$ cat src/rtl/rxlogic.sv
// UART 8N1 receiver: synchronises rx into sys_clk, frames start/data/stop bits
// and emits one-cycle data_valid / framing_error strobes.
module rxlogic #(
  parameter int CLKS_PER_BIT = 434,
  parameter int HALF_BIT     = CLKS_PER_BIT / 2
) (
  input  logic       sys_clk,
  input  logic       rst,
  input  logic       rx,
  output logic [7:0] rx_data,
  output logic       data_valid,
  output logic       framing_error,
  output logic       busy
);

  localparam int CNT_W = (CLKS_PER_BIT > 1) ? $clog2(CLKS_PER_BIT) : 1;
  localparam logic [CNT_W-1:0] LAST_CNT = CNT_W'(CLKS_PER_BIT - 1);
  localparam logic [CNT_W-1:0] HALF_CNT = CNT_W'(HALF_BIT - 1);
  localparam logic [CNT_W-1:0] CNT_ONE  = CNT_W'(1);

  typedef enum logic [2:0] {
    IDLE      = 3'd0,
    START     = 3'd1,
    DATA      = 3'd2,
    STOP      = 3'd3,
    WAIT_HIGH = 3'd4
  } state_t;

  state_t           state, state_nxt;
  logic             rx_s1, rx_s;
  logic [CNT_W-1:0] bit_cnt, bit_cnt_nxt;
  logic [2:0]       bit_idx, bit_idx_nxt;
  logic [7:0]       shreg, shreg_nxt;
  logic [7:0]       rx_data_nxt;
  logic             data_valid_nxt, framing_error_nxt;

  // Two-flop synchroniser; idle-high so reset looks like an idle line
  always_ff @(posedge sys_clk or posedge rst) begin
    if (rst) begin
      rx_s1 <= 1'b1;
      rx_s  <= 1'b1;
    end else begin
      rx_s1 <= rx;
      rx_s  <= rx_s1;
    end
  end

  always_ff @(posedge sys_clk or posedge rst) begin
    if (rst) begin
      state         <= IDLE;
      bit_cnt       <= '0;
      bit_idx       <= '0;
      shreg         <= '0;
      rx_data       <= '0;
      data_valid    <= 1'b0;
      framing_error <= 1'b0;
    end else begin
      state         <= state_nxt;
      bit_cnt       <= bit_cnt_nxt;
      bit_idx       <= bit_idx_nxt;
      shreg         <= shreg_nxt;
      rx_data       <= rx_data_nxt;
      data_valid    <= data_valid_nxt;
      framing_error <= framing_error_nxt;
    end
  end

  always_comb begin
    state_nxt         = state;
    bit_cnt_nxt       = bit_cnt;
    bit_idx_nxt       = bit_idx;
    shreg_nxt         = shreg;
    rx_data_nxt       = rx_data;
    data_valid_nxt    = 1'b0;
    framing_error_nxt = 1'b0;
    case (state)
      IDLE: begin
        if (!rx_s) begin
          state_nxt   = START;
          bit_cnt_nxt = '0;
        end
      end
      START: begin
        // Mid-start-bit recheck rejects glitches shorter than half a bit
        if (bit_cnt == HALF_CNT) begin
          bit_cnt_nxt = '0;
          bit_idx_nxt = '0;
          state_nxt   = rx_s ? IDLE : DATA;
        end else begin
          bit_cnt_nxt = bit_cnt + CNT_ONE;
        end
      end
      DATA: begin
        if (bit_cnt == LAST_CNT) begin
          bit_cnt_nxt = '0;
          shreg_nxt   = {rx_s, shreg[7:1]};
          bit_idx_nxt = bit_idx + 3'd1;
          if (bit_idx == 3'd7) state_nxt = STOP;
        end else begin
          bit_cnt_nxt = bit_cnt + CNT_ONE;
        end
      end
      STOP: begin
        if (bit_cnt == LAST_CNT) begin
          bit_cnt_nxt = '0;
          if (rx_s) begin
            rx_data_nxt    = shreg;
            data_valid_nxt = 1'b1;
            state_nxt      = IDLE;
          end else begin
            framing_error_nxt = 1'b1;
            state_nxt         = WAIT_HIGH;
          end
        end else begin
          bit_cnt_nxt = bit_cnt + CNT_ONE;
        end
      end
      WAIT_HIGH: begin
        // Line in break: wait for it to return high before re-arming
        if (rx_s) state_nxt = IDLE;
      end
      default: state_nxt = IDLE;
    endcase
  end

  assign busy = (state != IDLE);

endmodule

$ cat config.mk
export PLATFORM = sky130hd
export DESIGN_NAME = rxlogic
export DESIGN_NICKNAME = d
export VERILOG_FILES = /design/src/rtl/rxlogic.sv
export SDC_FILE = /design/constraint.sdc
export NUM_CORES = 1
export LEC_CHECK = 0
export CAP_MARGIN = 20
export CORE_ASPECT_RATIO = 1.5
export CORE_MARGIN = 10
export CORE_UTILIZATION = 51
export DETAILED_ROUTE_END_ITERATION = 6
export PLACE_DENSITY = 0.72
export SETUP_SLACK_MARGIN = 0.05
export SLEW_MARGIN = 15
export SYNTH_ARGS = -nofsm -noshare
export SYNTH_HDL_FRONTEND = slang
export SYNTH_SLANG_ARGS = --single-unit
$ cat constraint.sdc
create_clock -name sys_clk -period 1.8 [get_ports sys_clk]
set_input_delay 0.54 -clock sys_clk [delete_from_list [all_inputs] [get_ports sys_clk]]
set_output_delay 0.54 -clock sys_clk [all_outputs]
set_load 0.05 [all_outputs]
==> results of run 1 <==
==> logic make-up (layout without fill, tap and decap cells) <==
family	count (synthesis)	after routing
flops	35	35
compound gates	28	28
buf+inv	17	60
fa+ha+maj	5	5
simple gates	55	55
mux	20	20
==> registers in the layout, summed over array words and instances, names as in the netlist <==
name           cells
data_valid         1
framing_error      1
rx_s               1
rx_s1              1
shreg              8
state              3
bit_idx            3
bit_cnt            9
rx_data            8
==> power breakdown <==
group | total, mW | internal (mW) | switching, mW
Clock | 0.746 | 0.448 | 0.298
Sequential | 0.794 | 0.790 | 0.00350
Combinational | 0.0280 | 0.0101 | 0.0179
==> final cells by class <==
type,instances,share of cell area
multi-input cells,108,0.3793
flip-flops and latches,35,0.3677
repair buffers,43,0.1676
clock buffers,6,0.03457
well taps,42,0.02200
clock inverters,2,0.01467
inverters,9,0.01414
==> synthesized netlist by cell type (2+ instances only) <==
| cell | count |
|---|---|
| sky130_fd_sc_hd__nor2_1 | 7 |
| sky130_fd_sc_hd__nand3_1 | 8 |
| sky130_fd_sc_hd__o21ai_0 | 5 |
| sky130_fd_sc_hd__o22ai_1 | 2 |
| sky130_fd_sc_hd__nor3_1 | 3 |
| sky130_fd_sc_hd__nand2b_1 | 2 |
| sky130_fd_sc_hd__nor4_1 | 2 |
| sky130_fd_sc_hd__nand2_1 | 16 |
| sky130_fd_sc_hd__mux2_2 | 9 |
| sky130_fd_sc_hd__a21oi_1 | 6 |
| sky130_fd_sc_hd__inv_1 | 9 |
| sky130_fd_sc_hd__clkbuf_1 | 2 |
| sky130_fd_sc_hd__mux2_4 | 8 |
| sky130_fd_sc_hd__buf_2 | 4 |
| sky130_fd_sc_hd__ha_1 | 5 |
| sky130_fd_sc_hd__o211ai_1 | 4 |
| sky130_fd_sc_hd__nor2b_1 | 2 |
| sky130_fd_sc_hd__dfrtp_1 | 33 |
| sky130_fd_sc_hd__dfstp_2 | 2 |
| sky130_fd_sc_hd__mux2i_1 | 3 |
==> how the worst max path moves through the flow <==
stage,startpoint,end,slack (ns)
after floorplan,bit_cnt[1],shreg[0],0.04
after global placement,bit_cnt[1],shreg[0],0.0006
after detailed placement,bit_cnt[0],bit_idx[2],-0.05
after CTS,state[2],busy,-0.01
after global routing,bit_cnt[1],bit_idx[1],-0.09
final,state[2],busy,-0.03
==> metal layers <==
| metal | routed length [µm] | part of all wire |
|---|---|---|
| met1 | 1634 | 0.38 |
| met2 | 2447 | 0.56 |
| met3 | 143 | 0.033 |
| met4 | 132 | 0.030 |
| met5 | 0 | 0 |
==> critical path: stages (launching register included) <==
cell	delay, ns
sky130_fd_sc_hd__dfrtp_1	0.44
sky130_fd_sc_hd__buf_6	0.15
sky130_fd_sc_hd__nor3_4	0.18
sky130_fd_sc_hd__inv_1	0.07
sky130_fd_sc_hd__buf_6	0.15
==> timing repair <==
item                                    in CTS  in global routing
gates cloned                                 1                  0
buffers inserted                             5                  0
pin swaps                                    1                  5
endpoints found under the setup margin      20                 29
resized for setup                           11                 14
hold buffers                                 0                  0
==> through the flow <==
step	cells	setup WS, ns	utilization
2_1_floorplan	160	0.04249	-
3_3_place_gp	231	0.0005547	0.6291
3_5_place_dp	231	-0.04801	0.6291
4_1_cts	245	-0.01329	0.6912
5_1_grt	245	-0.09369	0.7060
6_report	245	-0.02823	0.7060
==> summary.md, run 1 <==
| Metric | Value |
|---|---|
| Post-DR vias/cell | `5.706` |
| Die W | `68.19 µm` |
| Biggest fanout along the worst timing path | `4` |
| Initial antenna violation count | `0` |
| Final-report max-slew violation count | `0` |
| GRT met2 Usage | `0.2796` |
| CP Launch Type | `register` |
| Register-to-Register Path Depth | `6` |
| Floorplan row count | `26` |
| Cts bufs inserted | `5` |
| M3 GR Usage | `0.03498` |
| Number of global-route vias before repair | `1521` |
| Global placer's final weighted congestion | `0.8662` |
| Main flop type after synthesis | `sky130_fd_sc_hd__dfrtp_1` |
| Post-Route Setup TNS | `-0.1150 ns` |
| Overall routed net length | `4.357 mm` |
| Dominant combinational cell family by area after synthesis | `simple AND/OR/NAND/NOR gates` |
| Summed instance area of the synthesized netlist | `1777 µm²` |
| Total of warnings raised by yosys | `0` |
| CTS H-tree depth | `2` |
| Library cells used by synthesis | `48` |
| Fin crit period | `1.828 ns` |
| Setup violators final | `10` |
| Portion of the post-synthesis area used by sequential elements | `0.4944` |
| End point of the worst hold path | `rx_s` |
| Count of flip-flops with a built-in enable after synthesis | `0` |
| Largest vdd supply drop | `0.5889 mV` |
| Result of the run | `finished, violations left` |
| Post-route worst hold slack | `0.3675 ns` |
| Largest area contributor in the netlist | `sky130_fd_sc_hd__dfrtp_1` |
| RSZ-0062 raised after global routing | `true` |
| Leading cell types in the layout, fill and taps excluded | `33 x sky130_fd_sc_hd__dfrtp_1, 31 x sky130_fd_sc_hd__buf_4, 16 x sky130_fd_sc_hd__nand2_1, 12 x sky130_fd_sc_hd__mux2_4, 8 x sky130_fd_sc_hd__inv_1` |
| Core ar. | `3383 µm²` |
| DRT Pass-1 Iters | `4` |
| Layout cells sized above 1 | `0.3990` |
| First-pass GRT wire length | `7.493 mm` |
| Count of buffers inserted at the top-level ports | `13` |
| Share of synthesized flip-flops with an asynchronous set or reset | `1.000` |
| Clock tree from TritonCTS | `built` |
| Die height | `92.29 µm` |
| Final period util | `1.016` |
| Worst Tran Pin Value | `0.4466 ns` |
| Buffer depth of the longest clock path | `2` |
| Top cells by area in the synthesized netlist | `sky130_fd_sc_hd__dfrtp_1 46%, sky130_fd_sc_hd__mux2_4 6.8%, sky130_fd_sc_hd__mux2_2 5.7%` |
| Pin count of the biggest net entering global routing | `21` |
| Fraction of post-synthesis cell area in the top cell type by area | `0.4648` |
| Combined global-route utilization of all metal layers | `0.1546` |
| Endpoint class of the critical path | `output pin` |
| Arrival time of the worst setup path | `1.29 ns` |
| Multiplexer share of the synthesized area | `0.1415` |
| Synthesized netlist net count | `168` |
| Inserted Diodes | `0` |
| Final hold vios | `0` |
| Hold/Removal Path Class | `register to register` |
| Violated checks | `negative setup slack` |
| Total cell area at the placement stage | `2128 µm²` |
| Clock sink count | `35` |
| Reg2reg start | `bit_cnt[1]` |
| Synth Instances | `160` |
| Mean Syn Cell Area | `11.10 µm²` |
| Overall die area | `6293 µm²` |
| Endpoint of the most critical register-to-register path | `shreg[0]` |
| Design Area, Final | `2389 µm²` |
| Worst relative slew slack | `0.6995` |
| Area growth from synthesis to final layout | `34.44%` |
| Later-pin clock latency in the skew report | `0.30 ns` |
| Antenna Violating Nets Remaining | `0` |
| Filler Cell Count | `260` |
| Fmax | `547.0 MHz` |
| Simple logic cell fraction of the synthesized area | `0.1718` |
| Total vias in the final route | `1398` |
| Area taken by flip-flops and latches | `878.3 µm²` |
| Final net count | `210` |
| Hpwl dp | `3.224 mm` |
| Startpoint of the worst hold path | `rx_s1` |
| CP Data Required Time | `1.26 ns` |
| Met1 Resource Use GR | `0.1558` |
| Iteration-0 DRC Markers | `56` |
| Commonest non-fill, non-tap cell in the layout | `sky130_fd_sc_hd__dfrtp_1` |
| PD cells | `656.4 nW/µm²` |
| Final setup margin | `-0.02823 ns` |
| Clock slew seen by the registers of the worst setup and hold paths | `0.07 ns` |
| Area occupied by multi-input gates | `905.9 µm²` |
| GRT busiest layer | `met2` |
| Hold depth | `0` |
| Clock root buffer | `sky130_fd_sc_hd__clkbuf_8` |
| Xor and xnor area share after synthesis | `0` |
| Synth Register Bits | `35` |
| Starting utilization of the core area | `0.5251` |
| Adder-cell share of the synthesized area | `0.03521` |
| Residual overflow from global routing | `0` |
| WS Path Type | `register to output pin` |
| Leakage power of the design | `1.120 nW` |
| Routed WL per cell | `17.78 µm` |
| Post-route total power | `1.568 mW` |
| Max-capacitance violation count | `0` |
| Fraction of the mapped netlist area in compound gates | `0.1120` |
| R2R Setup Slk | `-0.02 ns` |
| Num ports | `14` |
| Drt drc | `0` |
| Final worst clock skew | `0.005245 ns` |
Note: power is estimated with default switching activity, not from simulation.
==> run 2: changes to the inputs <==
- HOLD_SLACK_MARGIN: not set -> 0.15
==> results of run 2 <==
Final layout, timing and power as in run 1 (identical DEF).
==> run 3: changes to the inputs <==
- REMOVE_ABC_BUFFERS: not set -> 1
==> summary.md, run 3 (same netlist as run 1, synthesis figures left out) <==
| Metric | Value |
|---|---|
| Iteration-0 DRC Markers | `57 (was 56)` |
| Crit path largest cell delay | `0.53 ns (was 0.44 ns)` |
| Endpoint class of the critical path | `register (was output pin)` |
| Buffer depth of the longest clock path | `2 (unchanged)` |
| Starting utilization of the core area | `0.5251 (unchanged)` |
| Biggest fanout along the worst timing path | `5 (was 4)` |
| Commonest non-fill, non-tap cell in the layout | `sky130_fd_sc_hd__dfrtp_1 (unchanged)` |
| Result of the run | `finished, violations left (unchanged)` |
| Later-pin clock latency in the skew report | `0.29 ns (was 0.30 ns)` |
| Filler Cell Count | `248 (was 260)` |
| Max-capacitance violation count | `0 (unchanged)` |
| Total vias in the final route | `1353 (was 1398)` |
| Register name with the most flops | `bit_cnt (unchanged)` |
| Clock group share of total power | `0.404 (was 0.476)` |
| Count of placed standard cells in the final layout, fillers left out | `239 (was 245)` |
| Post-route worst hold slack | `0.3591 ns (was 0.3675 ns)` |
| Part of the total power dissipated in sequential elements | `0.578 (was 0.506)` |
| Area growth from synthesis to final layout | `33.80% (was 34.44%)` |
| RSZ-0062 raised after global routing | `true (unchanged)` |
| Routed WL per cell | `17.29 µm (was 17.78 µm)` |
| Die height | `92.29 µm (unchanged)` |
| Clock tree from TritonCTS | `built (unchanged)` |
| Post-Place Setup Slack | `-0.1043 ns (was -0.04801 ns)` |
| Crit-path cells | `inv_2 -> ha_4 -> nand4b_1 -> or4_4 -> buf_6 -> mux2_4 (was buf_6 -> nor3_4 -> inv_1 -> buf_6)` |
| Final worst clock skew | `0.008170 ns (was 0.005245 ns)` |
| Overall die area | `6293 µm² (unchanged)` |
| Cell with the largest stage delay on the worst path | `sky130_fd_sc_hd__or4_4 (was sky130_fd_sc_hd__dfrtp_1)` |
| Drt drc | `0 (unchanged)` |
| Final-report max-slew violation count | `0 (unchanged)` |
| Antenna Violating Nets Remaining | `0 (unchanged)` |
| Net switching share of the total power | `0.2213 (was 0.2038)` |
| Leakage power of the design | `1.086 nW (was 1.120 nW)` |
| Largest vdd supply drop | `0.6891 mV (was 0.5889 mV)` |
| Worst relative slew slack | `0.7393 (was 0.6995)` |
| CP Launch Type | `register (unchanged)` |
| First-pass GRT wire length | `6.672 mm (was 7.493 mm)` |
| Post-Route Setup TNS | `-0.4207 ns (was -0.1150 ns)` |
| CTS H-tree depth | `2 (unchanged)` |
| Num ports | `14 (unchanged)` |
| Hold/Removal Path Class | `register to register (unchanged)` |
| Final hold vios | `0 (unchanged)` |
| Leading cell types in the layout, fill and taps excluded | `33 x sky130_fd_sc_hd__dfrtp_1, 23 x sky130_fd_sc_hd__buf_4, 16 x sky130_fd_sc_hd__nand2_1, 16 x sky130_fd_sc_hd__mux2_4 (was 33 x sky130_fd_sc_hd__dfrtp_1, 31 x sky130_fd_sc_hd__buf_4, 16 x sky130_fd_sc_hd__nand2_1, 12 x sky130_fd_sc_hd__mux2_4, 8 x sky130_fd_sc_hd__inv_1)` |
| PD cells | `577.6 nW/µm² (was 656.4 nW/µm²)` |
| Clock root buffer | `sky130_fd_sc_hd__clkbuf_8 (unchanged)` |
| Net switching power | `303.8 µW (was 319.6 µW)` |
| Setup violators final | `11 (was 10)` |
| Final setup margin | `-0.05146 ns (was -0.02823 ns)` |
| Max FFs per register | `9 (unchanged)` |
| Fin crit period | `1.851 ns (was 1.828 ns)` |
| Hpwl dp | `2.914 mm (was 3.224 mm)` |
| Clock sink count | `35 (unchanged)` |
| Final net count | `204 (was 210)` |
| Core ar. | `3383 µm² (unchanged)` |
| Worst Tran Pin Value | `0.3812 ns (was 0.4466 ns)` |
| Global placer's final weighted congestion | `0.8758 (was 0.8662)` |
| Cts bufs inserted | `5 (unchanged)` |
| Final period util | `1.029 (was 1.016)` |
| Fmax | `540.1 MHz (was 547.0 MHz)` |
| Cell internal power dissipation | `1.069 mW (was 1.248 mW)` |
| Arrival time of the worst setup path | `2.03 ns (was 1.29 ns)` |
| Number of hold buffers added after cts | `0 (unchanged)` |
| Post-DR vias/cell | `5.661 (was 5.706)` |
| CP Data Required Time | `1.97 ns (was 1.26 ns)` |
| Overall routed net length | `4.133 mm (was 4.357 mm)` |
| Violated checks | `negative setup slack (unchanged)` |
| Layout cells sized above 1 | `0.3807 (was 0.3990)` |
| Inserted Diodes | `0 (unchanged)` |
| Registers with the most flip-flops | `bit_cnt: 9 flops, rx_data: 8 flops, shreg: 8 flops (unchanged)` |
| Combined global-route utilization of all metal layers | `0.1401 (was 0.1546)` |
| Initial antenna violation count | `0 (unchanged)` |
| Floorplan row count | `26 (unchanged)` |
| Number of global-route vias before repair | `1355 (was 1521)` |
| Combinational group share of total power | `0.018 (about the same)` |
| Die W | `68.19 µm (unchanged)` |
| WS Path Type | `register to register (was register to output pin)` |
| Clock slew seen by the registers of the worst setup and hold paths | `0.07 ns (about the same)` |
| DRT Pass-1 Iters | `4 (unchanged)` |
| Post-route total power | `1.373 mW (was 1.568 mW)` |
| Count of buffers inserted at the top-level ports | `13 (unchanged)` |
| Pin count of the biggest net entering global routing | `36 (was 21)` |
| Residual overflow from global routing | `0 (unchanged)` |
| Cell Count Post-Placement | `228 (was 231)` |
run 3: cell count changes in the layout (fill, tap and decap cells not counted), moves of 3 or more:
cell / delta
sky130_fd_sc_hd__mux2_4: +4
sky130_fd_sc_hd__mux2_2: -4
sky130_fd_sc_hd__buf_12: +3
sky130_fd_sc_hd__buf_4: -8
run 3: power by group through the flow:
stage | Clock [mW] | Sequential, mW | Combinational (mW)
global placement | 0 | 0.808 | 0.0257
CTS | 0.571 | 0.793 | 0.0264
finish | 0.555 | 0.793 | 0.0251
global route | 0.613 | 0.793 | 0.0288
floorplan | 0 | 0.807 | 0.0124
detailed placement | 0 | 0.808 | 0.0265
run 3: metrics by stage:
| step | instance area (µm²) | utilization |
|---|---|---|
| CTS | 2296 | 0.6786 |
| floorplan | 1730 | - |
| detailed placement | 2131 | 0.6298 |
| global placement | 2131 | 0.6298 |
| finish | 2377 | 0.7027 |
| global route | 2377 | 0.7027 |
run 3: what timing repair did:
| item | 4_1_cts | 5_1_grt |
|---|---|---|
| setup endpoints to repair | 27 | 31 |
| endpoints found under the hold margin | 0 | 0 |
| pin swaps | 0 | 10 |
| gates cloned | 1 | 0 |
| resized for setup | 13 | 19 |
| buffers inserted | 2 | 0 |
run 3: worst paths after layout:
path                       startpoint         end  slack [ns]  depth (start not counted)
max                        bit_cnt[1]    shreg[5]       -0.05                          6
min                             rx_s1        rx_s        0.36                          0
max reg2reg                bit_cnt[1]    shreg[5]       -0.05                          6
min reg2reg                     rx_s1        rx_s        0.36                          0
max in group asynchronous         rst       rx_s1        0.98                          3
min in group asynchronous         rst  bit_cnt[0]        0.58                          3
run 3: cell type report:
type | instances | area [µm²] | share of cell area
Timing Repair Buffer | 37 | 389.1 | 0.1637
Tap cell | 42 | 52.55 | 0.02211
Clock inverter | 2 | 12.51 | 0.005263
Sequential cell | 35 | 878.3 | 0.3695
Multi-Input combinational cell | 108 | 938.4 | 0.3947
Clock buffer | 6 | 72.57 | 0.03053
Inverter | 9 | 33.78 | 0.01421
run 3: metal layers:
layer	track usage	part of all wire
met5	0	0
met4	0.07744	0.038
met3	0.03981	0.043
met2	0.2414	0.53
met1	0.1443	0.38
run 3: critical path, delay by kind of cell, from the launching register on:
| kind | cells | cell delay [ns] |
|---|---|---|
| buf+inv | 2 | 0.25 |
| simple gates | 2 | 0.66 |
| flops | 1 | 0.41 |
| fa+ha+maj | 1 | 0.12 |
| mux | 1 | 0.30 |
